<file path="src/rtl/fp_div_seq_if.sv">
// Operand/result handshake bundle for the sequential FP divider.
// The bench drives the master side; the divider sits on the slave side.
interface fp_div_seq_if #(
   parameter int unsigned W = 32
);
   logic         in_valid;
   logic         in_ready;
   logic [W-1:0] a;
   logic [W-1:0] b;
   logic         out_valid;
   logic         out_ready;
   logic [W-1:0] result;
   logic [4:0]   flags;

   modport master (
      output in_valid, a, b, out_ready,
      input  in_ready, out_valid, result, flags
   );

   modport slave (
      input  in_valid, a, b, out_ready,
      output in_ready, out_valid, result, flags
   );
endinterface

</file>
<file path="src/rtl/fp_div_seq.sv">
// Low-area floating-point divider: restoring division, one quotient bit per
// clock, round-to-nearest-even, flush-to-zero, valid/ready on both sides.
module fp_div_seq #(
   parameter int unsigned EXP_W = 8,
   parameter int unsigned MAN_W = 23
) (
   input logic        clk,
   input logic        rst_n,
   fp_div_seq_if.slave bus
);
   localparam int unsigned W    = 1 + EXP_W + MAN_W;
   localparam int unsigned BIAS = (1 << (EXP_W - 1)) - 1;
   localparam int unsigned EMAX = (1 << EXP_W) - 1;
   localparam int unsigned EW   = EXP_W + 2;
   localparam int unsigned QW   = MAN_W + 3;
   localparam int unsigned RW   = MAN_W + 2;
   localparam int unsigned CW   = $clog2(QW + 1);

   typedef enum logic [2:0] {
      IDLE = 3'd0,
      SPEC = 3'd1,
      DIV  = 3'd2,
      RND  = 3'd3,
      DONE = 3'd4
   } state_t;

   function automatic logic [EXP_W-1:0] exp_of(input logic [W-1:0] x);
      return x[W-2 -: EXP_W];
   endfunction

   function automatic logic [MAN_W-1:0] frac_of(input logic [W-1:0] x);
      return x[MAN_W-1:0];
   endfunction

   // Denormal inputs are treated as zero, so only the exponent matters here.
   function automatic logic is_zero(input logic [W-1:0] x);
      return exp_of(x) == '0;
   endfunction

   function automatic logic is_inf(input logic [W-1:0] x);
      return (exp_of(x) == {EXP_W{1'b1}}) && (frac_of(x) == '0);
   endfunction

   function automatic logic is_nan(input logic [W-1:0] x);
      return (exp_of(x) == {EXP_W{1'b1}}) && (frac_of(x) != '0);
   endfunction

   state_t          state;
   logic [W-1:0]    a_q;
   logic [W-1:0]    b_q;
   logic            sign_q;
   logic [RW-1:0]   rem_q;
   logic [QW-1:0]   quo_q;
   logic [EW-1:0]   exp_q;
   logic [CW-1:0]   cnt_q;

   logic            special_c;
   logic [W-1:0]    spec_res;
   logic [4:0]      spec_flg;
   logic [MAN_W:0]  ma_c;
   logic [MAN_W:0]  mb_c;
   logic [RW:0]     diff_c;
   logic            qbit_c;
   logic [RW-1:0]   keep_c;
   logic [MAN_W-1:0] frac_n;
   logic            guard_n;
   logic            sticky_n;
   logic [EW-1:0]   exp_n;
   logic            rnd_up;
   logic [MAN_W:0]  frac_sum;
   logic [EW-1:0]   exp_r;
   logic [W-1:0]    rnd_res;
   logic [4:0]      rnd_flg;

   assign special_c = is_zero(bus.a) | is_inf(bus.a) | is_nan(bus.a) |
                      is_zero(bus.b) | is_inf(bus.b) | is_nan(bus.b);

   // Special-case result, resolved in priority order from the latched operands.
   always_comb begin
      spec_res = '0;
      spec_flg = '0;
      if (is_nan(a_q) || is_nan(b_q) || (is_zero(a_q) && is_zero(b_q)) ||
          (is_inf(a_q) && is_inf(b_q))) begin
         spec_res = {1'b0, {EXP_W{1'b1}}, 1'b1, {(MAN_W-1){1'b0}}};
         spec_flg = 5'b10000;
      end else if (is_zero(b_q) && !is_inf(a_q)) begin
         spec_res = {sign_q, {EXP_W{1'b1}}, {MAN_W{1'b0}}};
         spec_flg = 5'b01000;
      end else if (is_inf(a_q)) begin
         spec_res = {sign_q, {EXP_W{1'b1}}, {MAN_W{1'b0}}};
      end else begin
         spec_res = {sign_q, {(W-1){1'b0}}};
      end
   end

   // One restoring step: trial subtract, keep on non-negative.
   always_comb begin
      ma_c   = {1'b1, frac_of(a_q)};
      mb_c   = {1'b1, frac_of(b_q)};
      diff_c = {1'b0, rem_q} - {2'b00, mb_c};
      qbit_c = ~diff_c[RW];
      keep_c = qbit_c ? diff_c[RW-1:0] : rem_q;
   end

   // Normalise, round to nearest even, then clamp to inf or flush to zero.
   always_comb begin
      if (quo_q[QW-1]) begin
         frac_n   = quo_q[QW-2:2];
         guard_n  = quo_q[1];
         sticky_n = quo_q[0] | (rem_q != '0);
         exp_n    = exp_q;
      end else begin
         frac_n   = quo_q[MAN_W:1];
         guard_n  = quo_q[0];
         sticky_n = (rem_q != '0);
         exp_n    = exp_q - EW'(1);
      end
      rnd_up   = guard_n & (sticky_n | frac_n[0]);
      frac_sum = {1'b0, frac_n} + (MAN_W+1)'(rnd_up);
      exp_r    = frac_sum[MAN_W] ? exp_n + EW'(1) : exp_n;
      rnd_res  = {sign_q, exp_r[EXP_W-1:0], frac_sum[MAN_W-1:0]};
      rnd_flg  = {4'b0000, guard_n | sticky_n};
      if (!exp_r[EW-1] && (exp_r >= EW'(EMAX))) begin
         rnd_res = {sign_q, {EXP_W{1'b1}}, {MAN_W{1'b0}}};
         rnd_flg = 5'b00101;
      end else if (exp_r[EW-1] || (exp_r == '0)) begin
         rnd_res = {sign_q, {(W-1){1'b0}}};
         rnd_flg = 5'b00011;
      end
   end

   // Control FSM and datapath registers.
   always_ff @(posedge clk) begin
      if (!rst_n) begin
         state         <= IDLE;
         bus.in_ready  <= 1'b1;
         bus.out_valid <= 1'b0;
         bus.result    <= '0;
         bus.flags     <= '0;
         cnt_q         <= '0;
      end else begin
         case (state)
            IDLE: begin
               if (bus.in_valid && bus.in_ready) begin
                  a_q          <= bus.a;
                  b_q          <= bus.b;
                  sign_q       <= bus.a[W-1] ^ bus.b[W-1];
                  cnt_q        <= '0;
                  bus.in_ready <= 1'b0;
                  state        <= special_c ? SPEC : DIV;
               end
            end
            SPEC: begin
               bus.result    <= spec_res;
               bus.flags     <= spec_flg;
               bus.out_valid <= 1'b1;
               state         <= DONE;
            end
            DIV: begin
               // First DIV cycle seeds remainder and exponent; the rest retire one bit each.
               if (cnt_q == '0) begin
                  rem_q <= RW'(ma_c);
                  quo_q <= '0;
                  exp_q <= EW'(exp_of(a_q)) - EW'(exp_of(b_q)) + EW'(BIAS);
               end else begin
                  rem_q <= RW'({keep_c, 1'b0});
                  quo_q <= {quo_q[QW-2:0], qbit_c};
               end
               cnt_q <= cnt_q + CW'(1);
               if (cnt_q == CW'(QW)) begin
                  state <= RND;
               end
            end
            RND: begin
               bus.result    <= rnd_res;
               bus.flags     <= rnd_flg;
               bus.out_valid <= 1'b1;
               state         <= DONE;
            end
            DONE: begin
               if (bus.out_ready) begin
                  bus.out_valid <= 1'b0;
                  bus.in_ready  <= 1'b1;
                  state         <= IDLE;
               end
            end
            default: state <= IDLE;
         endcase
      end
   end
endmodule

</file>
<file path="src/flat_wrapper.sv">
// flat-port wrapper written by rule: the top's interface ports become plain ports
module fp_div_seq_flat 
#(
   parameter int unsigned EXP_W = 8,
   parameter int unsigned MAN_W = 23
)
  (clk, rst_n, bus_in_valid, bus_a, bus_b, bus_out_ready, bus_in_ready, bus_out_valid, bus_result, bus_flags);
  fp_div_seq_if #(.W((32))) bus_i ();
  input logic clk;
  input logic rst_n;
  input wire logic [$bits(bus_i.in_valid)-1:0] bus_in_valid;
  input wire logic [$bits(bus_i.a)-1:0] bus_a;
  input wire logic [$bits(bus_i.b)-1:0] bus_b;
  input wire logic [$bits(bus_i.out_ready)-1:0] bus_out_ready;
  output wire logic [$bits(bus_i.in_ready)-1:0] bus_in_ready;
  output wire logic [$bits(bus_i.out_valid)-1:0] bus_out_valid;
  output wire logic [$bits(bus_i.result)-1:0] bus_result;
  output wire logic [$bits(bus_i.flags)-1:0] bus_flags;
  assign bus_i.in_valid = bus_in_valid;
  assign bus_i.a = bus_a;
  assign bus_i.b = bus_b;
  assign bus_i.out_ready = bus_out_ready;
  assign bus_in_ready = bus_i.in_ready;
  assign bus_out_valid = bus_i.out_valid;
  assign bus_result = bus_i.result;
  assign bus_flags = bus_i.flags;
  fp_div_seq #(.EXP_W(EXP_W), .MAN_W(MAN_W)) u_core (.clk(clk), .rst_n(rst_n), .bus(bus_i));
endmodule
</file>
<file path="config.mk">
export PLATFORM = sky130hd
export DESIGN_NAME = fp_div_seq_flat
export DESIGN_NICKNAME = d
export VERILOG_FILES = /design/src/rtl/fp_div_seq_if.sv /design/src/rtl/fp_div_seq.sv /design/src/flat_wrapper.sv
export SDC_FILE = /design/constraint.sdc
export NUM_CORES = 1
export LEC_CHECK = 0
export ABC_AREA = 1
export BUFFER_PORTS_ARGS = -buffer_cell sky130_fd_sc_hd__buf_2
export CAP_MARGIN = 20
export CORE_MARGIN = 10
export CORE_UTILIZATION = 39
export DETAILED_ROUTE_END_ITERATION = 8
export GPL_TIMING_DRIVEN = 0
export REMOVE_ABC_BUFFERS = 1
export SETUP_SLACK_MARGIN = 0.3
export SYNTH_ARGS = -nofsm -noshare
export SYNTH_HDL_FRONTEND = slang
export SYNTH_SLANG_ARGS = --single-unit
</file>
<file path="constraint.sdc">
create_clock -name clk -period 4.5 [get_ports clk]
set_clock_uncertainty 0.1 [all_clocks]
set_input_delay 1.35 -clock clk [delete_from_list [all_inputs] [get_ports clk]]
set_output_delay 1.35 -clock clk [all_outputs]
set_load 0.01 [all_outputs]
</file>
Word-level counts from Yosys, hierarchy flattened
Cells that the tools add are included.
{"block": "word_totals", "regBits": 171, "input_bits": 68, "output_inout_bits": 39, "word_cells": 122}
{"block": "classes", "addsub": 7, "order_cmp": 1, "n_eq_ne": 12, "mux": 30, "n_bitwise": 11, "n_reduce_logical": 47}
{"operator": "2-to-1 mux 31 bit", "count": 4}
{"operator": "logical NOT 23 bit", "count": 4}
{"operator": "nonzero test 23 bit", "count": 4}
{"operator": "one-hot mux 32 bit (2 select lines)", "count": 1}
{"operator": "2-to-1 mux 23 bit", "count": 2}
{"operator": "== test 8 bit (second input constant)", "count": 4}
{"operator": "logical NOT 8 bit", "count": 4}
{"operator": "2-to-1 mux 32 bit", "count": 1}
{"operator": "subtractor 25 x 24 -> 26 bit", "count": 1}
{"operator": "nonzero test 25 bit", "count": 1}
{"operator": "adder 23 x 1 -> 24 bit", "count": 1}
{"operator": "2-to-1 mux 24 bit", "count": 1}
{"operator": "2-to-1 mux 10 bit", "count": 2}
{"operator": "one-hot mux 5 bit (2 select lines)", "count": 2}
{"operator": "2-to-1 mux 5 bit", "count": 3}
{"operator": "logical AND 1 bit", "count": 13}
{"operator": "one-hot mux 3 bit (4 select lines)", "count": 1}
{"operator": "AND reduction 3 bit", "count": 4}
{"operator": "adder 10 x 1 -> 10 bit (second input constant)", "count": 1}
{"operator": "adder 10 x 7 -> 10 bit (second input constant)", "count": 1}
{"operator": "greater-or-equal comparator 10 x 8 -> 1 bit (second input constant)", "count": 1}
{"operator": "logical NOT 10 bit", "count": 1}
{"operator": "subtractor 10 x 1 -> 10 bit (second input constant)", "count": 1}
{"operator": "2-to-1 mux 3 bit", "count": 3}
{"operator": "23 further kinds", "count": 47}

Depth between registers and ports, before layout
Gate-level depths: netlist of run 1.
{"block": "logic_depth", "ltp_word": 12, "mapped_depth": 23, "depth_no_buf": 21}

Least setup slack after synthesis of run 1
No wires, ideal clock.
{"block": "synth_timing", "path_kind": "input to register", "from": "input port rst_n", "to": "register u_core.a_q[0], enable pin", "setup_ns": 0.485, "arrival_time_ns": 4.271, "t_required_ns": 3.915, "path_slack_ns": -0.356, "path_stages": 3, "n_path_buf": 1, "path_cell_list": "inv_2 -> clkbuf_1 -> nor2_1"}
{"block": "synth_via", "elab_chain_len": 1}
{"element": "from (decl)", "line": "flat_wrapper.sv:10", "rtl": "input logic rst_n;"}
{"element": "AND reduction 3 bit (no source line)"}
{"element": "to (signal assigned)", "line": "fp_div_seq.sv:145", "rtl": "a_q <= bus.a;"}
{"element": "to (decl)", "line": "fp_div_seq.sv:49", "rtl": "logic [W-1:0] a_q;"}
Every way passes these cells.
A chain may end at the register's enable or synchronous reset.

Worst setup path after layout of run 1
{"block": "layout_timing", "from": "register u_core.quo_q[25]", "to": "register u_core.bus.result[22]"}
{"block": "layout_via", "elab_chain_len": 10, "word_cells_on_any_way": 17, "classes_between": "2 x add/sub; 1 x order compare; 8 x mux; 2 x bitwise; 4 x reduce/logical"}
{"element": "from (decl)", "line": "fp_div_seq.sv:53", "rtl": "logic [QW-1:0] quo_q;"}
{"element": "from (signal assigned)", "line": "fp_div_seq.sv:167", "rtl": "quo_q <= {quo_q[QW-2:0], qbit_c};"}
{"element": "parallel branches: the longest is 8 deep, another holds adder 23 x 1 -> 24 bit"}
{"element": "2-to-1 mux 31 bit (*)", "line": "fp_div_seq.sv:123", "rtl": "if (!exp_r[EW-1] && (exp_r >= EW'(EMAX))) begin"}
{"element": "one-hot mux 32 bit (2 select lines) (*)", "line": "fp_div_seq.sv:142", "rtl": "case (state)"}
{"element": "to (signal assigned)", "line": "fp_div_seq.sv:154", "rtl": "bus.result <= spec_res;"}
{"element": "to (signal assigned)", "line": "fp_div_seq.sv:175", "rtl": "bus.result <= rnd_res;"}
{"element": "to (decl)", "line": "fp_div_seq_if.sv:22", "rtl": "output in_ready, out_valid, result, flags"}
Every way passes the cells marked *.

==> results of run 1 <==
==> placed cells by master (no fill, tap or decap), drive strengths merged, types with 2 or more instances in the layout <==
master,n
nand2,301
nor2,226
inv,217
edfxtp,124
buf,116
nand3,86
a21oi,73
o21ai,70
dfxtp,47
ha,38
xor2,30
nor4,28
nand4,26
clkbuf,17
xnor2,12
nor3,12
o21bai,6
clkinv,6
o211ai,5
a31oi,5
or2,5
a21o,3
nand3b,3
a21boi,2
o31ai,2
nor3b,2
fa,2
==> final cells by class <==
cell class                      instances  area [sq um]
Fill cell                            2718         14700
Multi-Input combinational cell        943          4850
Sequential cell                       171          4660
Inverter                              209           790
Timing Repair Buffer                  116           741
Tap cell                              341           427
Clock buffer                           17           425
Clock inverter                         15           175
==> per-layer routing <==
metal	vias to the layer above	wire length [microns]
li1	4651	-
met1	3948	11900
met2	172	11700
met3	33	1010
met4	2	380
met5	-	17
==> path summary, 6_finish.rpt <==
kind / start / endpoint / slack [ns] / depth (start not counted)
max: u_core.quo_q[25] / u_core.bus.result[22] / 0.80 / 20
max reg2reg: u_core.quo_q[25] / u_core.bus.result[22] / 0.80 / 20
min reg2reg: u_core.bus.flags[2] / u_core.bus.flags[2] / 0.37 / 2
min: u_core.bus.flags[2] / u_core.bus.flags[2] / 0.37 / 2
==> timing repair <==
item / in CTS / in global routing
setup endpoints to repair: 0 / 4
resized for setup: 0 / 2
buffers inserted: 0 / 0
hold buffers: 0 / 0
==> worst reg2reg max path, cell delays in order, from the launching register on <==
cell and delay [ns]:
edfxtp_1 0.67, buf_16 0.29, inv_4 0.23, nand2_1 0.09
nand2_1 0.20, inv_1 0.09, nor2_1 0.10, nand2_1 0.10
nor2_2 0.15, nand3_2 0.21, nand2_1 0.11, nand2_1 0.12
nand2_1 0.08, nor2_1 0.04, nand2_1 0.05, nor2_1 0.04
nand2_2 0.44, nand3_1 0.16, nor2_1 0.23, nor2_1 0.06
nor2_1 0.08
==> sequential cells by signal, summed over array words and instances (netlist names) <==
name and count:
u_core.bus.result 32, u_core.a_q 31, u_core.b_q 31, u_core.quo_q 26, u_core.rem_q 25, u_core.exp_q 10
u_core.bus.flags 5, u_core.cnt_q 5, u_core.state 3, u_core.bus.in_ready 1, u_core.bus.out_valid 1, u_core.sign_q 1
==> where the power goes <==
part	internal [mW]	switching, mW
combinational	0.708	1.32
sequential	2.03	0.140
clock	0.755	0.754
total	3.49	2.21
==> kinds of logic after synthesis <==
family	count (synthesis)	share of synthesized area, %
simple gates	689	28.5
xor+xnor	42	3.50
flops	171	44.4
fa+ha+maj	40	4.91
buf+inv	245	9.56
compound gates	172	9.08
==> stage by stage <==
| step | cells | setup slack, ns | util (%) |
|---|---|---|---|
| 2_1_floorplan | 1323 | -0.297 | - |
| 3_3_place_gp | 1770 | -1.87 | 42.1 |
| 3_5_place_dp | 1779 | 0.377 | 42.8 |
| 4_1_cts | 1811 | 0.362 | 45.1 |
| 5_1_grt | 1812 | 0.421 | 45.2 |
| 6_report | 1812 | 0.797 | 45.2 |
==> metrics, run 1 <==
Hold Violations, Final=0; WS Path Type=reg -> reg; met3 Use GR=3.01%; most numerous cell on the critical path=nand2_1; setup TNS=0 ns; Area growth syn-to-layout=14.9%; residual DRC count=0; Hold Worst Slack=0.370 ns; # nets final=1566; max incr delay on CP=0.67 ns; Yosys warning total=0; die height=184 microns; core area=0.0267 sq mm; register area share after synthesis=44.4%; critical path, cell by cell=buf_16 > inv_4 > nand2_1 > nand2_1 > inv_1 > nor2_1 > nand2_1 > nor2_2 > nand3_2 > nand2_1 > nand2_1 > nand2_1 > nor2_1 > nand2_1 > nor2_1 > nand2_2 > nand3_1 > nor2_1 > nor2_1 > nor2_1; critical path startpoint category=flop; die area=0.0339 sq mm; critical path capture point type=flop; GR Util met2=25.1%; slowest stage cell, crit path=edfxtp_1; Least-Margin Pin Slew=0.865 ns; min cycle time layout=3.70 ns; CTS Buf Count=17; Placed Area=0.0114 sq mm; Initial Utilization=39.3%; synth top area cells=edfxtp_1 (35%), nand2_1 (11%), dfxtp_1 (9.0%); synthesized area=0.0105 sq mm; Post-synth top cells=nand2_1 (294), nor2_1 (214), inv_1 (202), edfxtp_1 (124), nand3_1 (83); Mean Syn Cell Area=7.73 sq um; max-slew violations=0; most common cell in the netlist=nand2_1; Worst-path clk slew=0.08 ns; TritonRoute pass-1 iters=5; design area=0.0121 sq mm; max cap viols=0; slew margin rel.=42.2%; gr usage total=14.9%; total power=5.70 mW; FMAX=270 MHz; first-pass GRT wire length=41400 microns; Main synth FF type=edfxtp_1; diode count=0; Post-synth EDFFs=124; library cells used by synthesis=48; synthesized flop and latch total=171; CP delay by family, top=simple AND/OR/NAND/NOR gates; port bufs=106; CTS tree=done; busiest grt layer=met2; share of cells above drive strength 1=13.0%; RSZ-0062 raised after global routing=no; dominant cell type by area after synthesis=edfxtp_1; status=completed; H-tree lvl count=4; Core Rows=60; worst endpoint data arrival time=3.98 ns; final WL=25000 microns; clock root buffer=clkbuf_16; Worst VDD drop=267 uV; Sink Count=171; Post-DP HPWL=19100 microns; Boundary Pins=107; vias in the first global route=8545; Data required, critical path=4.78 ns; Post-Synthesis Cells=1359; # setup viols final=0; PD cells=472 mW/mm^2; fin crit share=82.3%; largest net degree at the start of global routing=50; initial antenna violation count=1; Async SR Flop Fraction=0%; Leak=5.47 nW; Vias=8806; clock tree buffer depth=2; Yosys top cell area share=35.4%; met1 Resource Use GR=19.0%; WL/cell=13.8 microns; worst path buffer plus inverter count=3; initial DRC count=532; Antenna Nets Post-Route=0; worst min-delay path class=reg -> reg; Max Fanout on Critical Path=32; clk_lat worst skew=0.44 ns; GRT overflow=0; Die Wd=184 microns; Via density=4.86; GPL Wtd Cong=0.904
(Power assumes the default switching activity.)
==> run 2, diff against run 1 <==
clock period = 3.5 ns   (was 4.5 ns; I/O delays follow)
==> metrics, run 2 (synthesis results as in run 1) <==
Reg2Reg Capture Point=u_core.bus.result[0] (was u_core.bus.result[22]); vias in the first global route=8595 (was 8545); # nets final=1590 (was 1566); # setup viols final=0 (unchanged); slew margin rel.=41.7% (was 42.2%); diode count=0 (unchanged); total power=7.52 mW (was 5.70 mW); GRT overflow=0 (unchanged); WS Path Type=reg -> reg (unchanged); Area growth syn-to-layout=18.7% (was 14.9%); dpl cells=1779 (unchanged); FMAX=325 MHz (was 270 MHz); worst min-delay path class=reg -> reg (unchanged); Leak=5.65 nW (was 5.47 nW); reg2reg start=u_core.quo_q[25] (unchanged); core area=0.0267 sq mm (unchanged); TritonRoute pass-1 iters=5 (unchanged); WL met1=12200 microns (was 11900 microns); CP startpoint=u_core.quo_q[25] (unchanged); residual DRC count=0 (unchanged); GPL Wtd Cong=0.904 (unchanged); Largest register FFs=32 (unchanged); commonest non-fill, non-tap cell in the layout=nand2_1 (unchanged); met2 wire length=12600 microns (was 11700 microns); min cycle time layout=3.07 ns (was 3.70 ns); clock tree buffer depth=2 (unchanged); Largest regs=u_core.bus.result x32, u_core.a_q x31, u_core.b_q x31 (unchanged); H-tree lvl count=4 (unchanged); critical path, cell by cell=clkbuf_16 > inv_16 > nand2_1 > nand2_1 > nand2_2 > inv_1 > nand2_2 > nor2_8 > buf_4 > nand3_2 > nand2_1 > nand2_1 > nor2_1 > nand2_1 > nor2_1 > nand3_1 > nand2_2 > nand2_4 > nand2_4 > nor2_1 > nor2_1 > nor2_1 (was buf_16 > inv_4 > nand2_1 > nand2_1 > inv_1 > nor2_1 > nand2_1 > nor2_2 > nand3_2 > nand2_1 > nand2_1 > nand2_1 > nor2_1 > nand2_1 > nor2_1 > nand2_2 > nand3_1 > nor2_1 > nor2_1 > nor2_1); DR WL met3=1200 microns (was 1010 microns); initial DRC count=515 (was 532); final WL=26500 microns (was 25000 microns); Sink Count=171 (unchanged); share of cells above drive strength 1=16.1% (was 13.0%); Data required, critical path=3.70 ns (was 4.78 ns); r2r setup slk=0.43 ns (was 0.80 ns); Worst-path clk slew=0.07 ns (was 0.08 ns); port bufs=106 (unchanged); clk_lat worst skew=0.44 ns (about the same); WL/cell=14.4 microns (was 13.8 microns); Hold Violations, Final=0 (unchanged); CTS Buf Count=17 (unchanged); Via density=4.93 (was 4.86); die area=0.0339 sq mm (unchanged); Initial Utilization=39.3% (unchanged); max incr delay on CP=0.47 ns (was 0.67 ns); critical path startpoint category=flop (unchanged); first-pass GRT wire length=41800 microns (was 41400 microns); largest net degree at the start of global routing=50 (unchanged); slowest stage cell, crit path=edfxtp_1 (unchanged); fin crit share=87.8% (was 82.3%); critical path capture point type=flop (unchanged); gr usage total=15.0% (was 14.9%); initial antenna violation count=1 (unchanged); max-slew violations=0 (unchanged); Antenna Nets Post-Route=0 (unchanged); max cap viols=0 (unchanged); PD cells=603 mW/mm^2 (was 472 mW/mm^2); CTS tree=done (unchanged); Least-Margin Pin Slew=0.874 ns (was 0.865 ns); Critical Path Sink=u_core.bus.result[0] (was u_core.bus.result[22]); Boundary Pins=107 (unchanged); worst reg2reg path depth=22 (was 20); worst endpoint data arrival time=3.27 ns (was 3.98 ns); Top reg by flops=u_core.bus.result (unchanged); Vias=9055 (was 8806); Die Wd=184 microns (unchanged); most frequent cells in the layout=nand2_1 (283), nor2_1 (205), inv_1 (200), edfxtp_1 (124), buf_2 (108) (was nand2_1 (294), nor2_1 (211), inv_1 (201), edfxtp_1 (124), buf_2 (108)); post-layout util=46.7% (was 45.2%); Worst VDD drop=359 uV (was 267 uV); clock root buffer=clkbuf_16 (unchanged); Max Fanout on Critical Path=26 (was 32); Cell Count, Final, Fillers Out=1836 (was 1812); status=completed (unchanged); die height=184 microns (unchanged); highest routed layer=met5 (unchanged); Hold Worst Slack=0.369 ns (was 0.370 ns); Core Rows=60 (unchanged); Post-DP HPWL=19100 microns (unchanged); RSZ-0062 raised after global routing=yes (was no)
-- run 2: cell types whose count changed in the layout (fill, tap and decap cells not counted), sizes merged --
| cell | change |
|---|---|
| buf | +17 |
| nand2 | +4 |
| bufinv | +1 |
| clkbuf | +1 |
| clkinvlp | +1 |
| inv | -1 |
| nand3 | +1 |
-- run 2: metal layers --
metal	vias up	global-route usage, %
li1	4709	-
met1	4121	19.2
met2	188	25.3
met3	35	3.01
met4	2	3.97
met5	-	0
-- run 2: layout make-up --
class                   instances  area (sq um)
fillers                      2679         14300
multi-input cells             948          5060
clock inverters                15           175
repair inverters                1          8.76
repair buffers                134           877
inverters                     209           831
flip-flops and latches        171          4660
well taps                     341           427
clock buffers                  17           425
-- run 2: where the power goes --
group | total, mW | switching (mW) | internal, mW
clock | 1.95 | 0.977 | 0.970
combinational | 2.80 | 1.81 | 0.987
sequential | 2.78 | 0.174 | 2.61
-- run 2: per-stage QoR --
| step | setup WS (ns) | TNS [ns] | area (sq um) |
|---|---|---|---|
| 4_1_cts | 0.299 | 0 | 12200 |
| 5_1_grt | 0.219 | 0 | 12500 |
| 2_1_floorplan | -0.997 | -99.61 | 10300 |
| 3_5_place_dp | -0.623 | -19.10 | 11400 |
| 6_report | 0.426 | 0 | 12500 |
| 3_3_place_gp | -2.57 | -340.97 | 11200 |
-- run 2: worst min-delay path by stage --
stage / from / end / cells after the start
after global placement: u_core.bus.result[31] / u_core.bus.result[31] / 2
after global routing: u_core.bus.flags[3] / u_core.bus.flags[3] / 2
after floorplan: u_core.cnt_q[0] / u_core.cnt_q[0] / 1
after CTS: u_core.bus.flags[3] / u_core.bus.flags[3] / 2
after detailed placement: u_core.bus.flags[3] / u_core.bus.flags[3] / 2
final: u_core.bus.flags[3] / u_core.bus.flags[3] / 2
-- run 2: timing repair --
action,in CTS,in global routing
setup endpoints to repair,58,56
hold buffers,0,0
cloned,1,7
gates resized for setup,15,39
buffers inserted,2,15
pin swaps,1,12
-- run 2: critical path, delay by kind of cell (launching register included) --
family / cells / cell delay (ns)
DFF: 1 / 0.47
and+or+nand+nor: 18 / 1.78
buffers and inverters: 4 / 0.56
==> run 3, diff against run 2 <==
REMOVE_ABC_BUFFERS = unset   (was 1)
==> metrics, run 3 (synthesis results as in run 1) <==
Via density=4.96 (was 4.93); min cycle time layout=3.01 ns (was 3.07 ns); Post-Place Setup Slack=-0.0104 ns (was -0.623 ns); register area=0.00466 sq mm (unchanged); die height=184 microns (unchanged); Multi-input gate area=0.00491 sq mm (was 0.00506 sq mm); critical path startpoint category=flop (unchanged); largest net degree at the start of global routing=38 (was 50); Antenna Nets Post-Route=0 (unchanged); Data required, critical path=3.59 ns (was 3.70 ns); gr usage total=15.8% (was 15.0%); PD cells=611 mW/mm^2 (was 603 mW/mm^2); Area growth syn-to-layout=16.5% (was 18.7%); Core Rows=60 (unchanged); # setup viols final=0 (unchanged); GRT overflow=0 (unchanged); worst min-delay path class=reg -> reg (unchanged); share of cells above drive strength 1=14.3% (was 16.1%); Sink Count=171 (unchanged); hold path depth=2 (unchanged); Setup WS post-layout=0.494 ns (was 0.426 ns); fin crit share=85.9% (was 87.8%); Least-Margin Pin Slew=1.02 ns (was 0.874 ns); TritonRoute pass-1 iters=5 (unchanged); worst endpoint data arrival time=3.10 ns (was 3.27 ns); core area=0.0267 sq mm (unchanged); clock tree buffer depth=2 (unchanged); clk_lat worst skew=0.44 ns (about the same); Die Wd=184 microns (unchanged); # nets final=1597 (was 1590); critical path capture point type=flop (unchanged); Largest register FFs=32 (unchanged); diode count=0 (unchanged); status=completed (unchanged); first-pass GRT wire length=43600 microns (was 41800 microns); slew margin rel.=31.7% (was 41.7%); Max Fanout on Critical Path=10 (was 26); Cell Count, Final, Fillers Out=1843 (was 1836); FMAX=333 MHz (was 325 MHz); Hold Violations, Final=0 (unchanged); WS Path Type=reg -> reg (unchanged); syn nets=1467; CTS Buf Count=17 (unchanged); most frequent cells in the layout=nand2_1 (289), nor2_1 (209), inv_1 (201), edfxtp_1 (124), buf_2 (109) (was nand2_1 (283), nor2_1 (205), inv_1 (200), edfxtp_1 (124), buf_2 (108)); Vias=9142 (was 9055); Boundary Pins=107 (unchanged); max cap viols=0 (unchanged); port bufs=106 (unchanged); Worst-path clk slew=0.07 ns (about the same); initial antenna violation count=0 (was 1); vias in the first global route=9063 (was 8595); Top reg by flops=u_core.bus.result (unchanged); Largest regs=u_core.bus.result x32, u_core.a_q x31, u_core.b_q x31 (unchanged); clock root buffer=clkbuf_16 (unchanged); Leak=5.55 nW (was 5.65 nW); Initial Utilization=39.3% (unchanged); die area=0.0339 sq mm (unchanged); WL/cell=14.1 microns (was 14.4 microns); GPL Wtd Cong=0.909 (was 0.904); max-slew violations=0 (unchanged); Hold Worst Slack=0.364 ns (was 0.369 ns); commonest non-fill, non-tap cell in the layout=nand2_1 (unchanged); initial DRC count=621 (was 515); RSZ-0062 raised after global routing=yes (unchanged); Worst VDD drop=384 uV (was 359 uV); worst reg2reg path depth=15 (was 22); Filler Cells Inserted=2708 (was 2679); residual DRC count=0 (unchanged); dpl cells=1809 (was 1779); Post-DP HPWL=20000 microns (was 19100 microns); final WL=25900 microns (was 26500 microns); CTS tree=done (unchanged); H-tree lvl count=4 (unchanged)
[run 3: cell types whose count changed in the layout (fill, tap and decap cells not counted), moves of 6 or more]
cell      change
buf_4         -8
clkbuf_1     +17
inv_8         -6
nand2_1       +6
[run 3: worst paths after layout]
kind                             from             endpoint  slack [ns]
setup / recovery     u_core.rem_q[15]     u_core.rem_q[20]        0.49
setup reg to reg     u_core.rem_q[15]     u_core.rem_q[20]        0.49
hold reg to reg   u_core.bus.flags[2]  u_core.bus.flags[2]        0.36
hold / removal    u_core.bus.flags[2]  u_core.bus.flags[2]        0.36
[run 3: cell type report]
class / count / share of cell area (%)
clock buffer: 22 / 4.06
inverter: 209 / 6.43
clock inverter: 10 / 1.02
buffer: 36 / 1.92
tap: 341 / 3.49
sequential: 171 / 38.1
multi-input combinational: 943 / 40.2
timing repair buffer: 111 / 4.82
[run 3: report_power, final]
| part | switching [mW] | internal, mW | total (mW) |
|---|---|---|---|
| logic | 1.79 | 0.895 | 2.68 |
| registers | 0.172 | 2.61 | 2.78 |
| clock network | 0.848 | 1.17 | 2.02 |
| total | 2.81 | 4.67 | 7.48 |
[run 3: stage by stage]
| stage | cell area [sq um] | utilization, % | setup TNS, ns | power [mW] |
|---|---|---|---|---|
| finish | 12200 | 45.8 | 0 | 7.48 |
| global placement | 11500 | 42.9 | -36.15 | 5.40 |
| floorplan | 10500 | - | 0 | 4.74 |
| global route | 12200 | 45.8 | 0 | 8.03 |
| detailed placement | 11500 | 43.1 | -0.0104 | 5.45 |
| CTS | 12200 | 45.5 | 0 | 7.47 |
[run 3: critical path, cell delays in order (launching register included)]
cell and delay [ns]:
edfxtp_1 0.44, ha_1 0.38, nand2_1 0.12, inv_1 0.07, nand2_1 0.06, nor3_1 0.20, nand4_1 0.14, nand3_2 0.14
a21oi_2 0.08, o21ai_1 0.15, nand2_1 0.13, nand2_4 0.15, clkbuf_2 0.27, o21ai_0 0.13, o211ai_1 0.12, nand2_1 0.07
[run 3: repair_timing]
item,4_1_cts,5_1_grt
hold buffers,0,0
pin swaps,0,1
setup endpoints to repair,24,56
buffers inserted,0,2
hold endpoints to repair,0,0
resized for setup,6,25
[run 3: routing by layer]
| metal | vias up | wire length [microns] | GRT usage [%] |
|---|---|---|---|
| li1 | 4713 | - | - |
| met1 | 4206 | 12300 | 20.4 |
| met2 | 186 | 12300 | 26.6 |
| met3 | 37 | 892 | 2.26 |
| met4 | 0 | 453 | 5.05 |
| met5 | - | 0 | 0 |
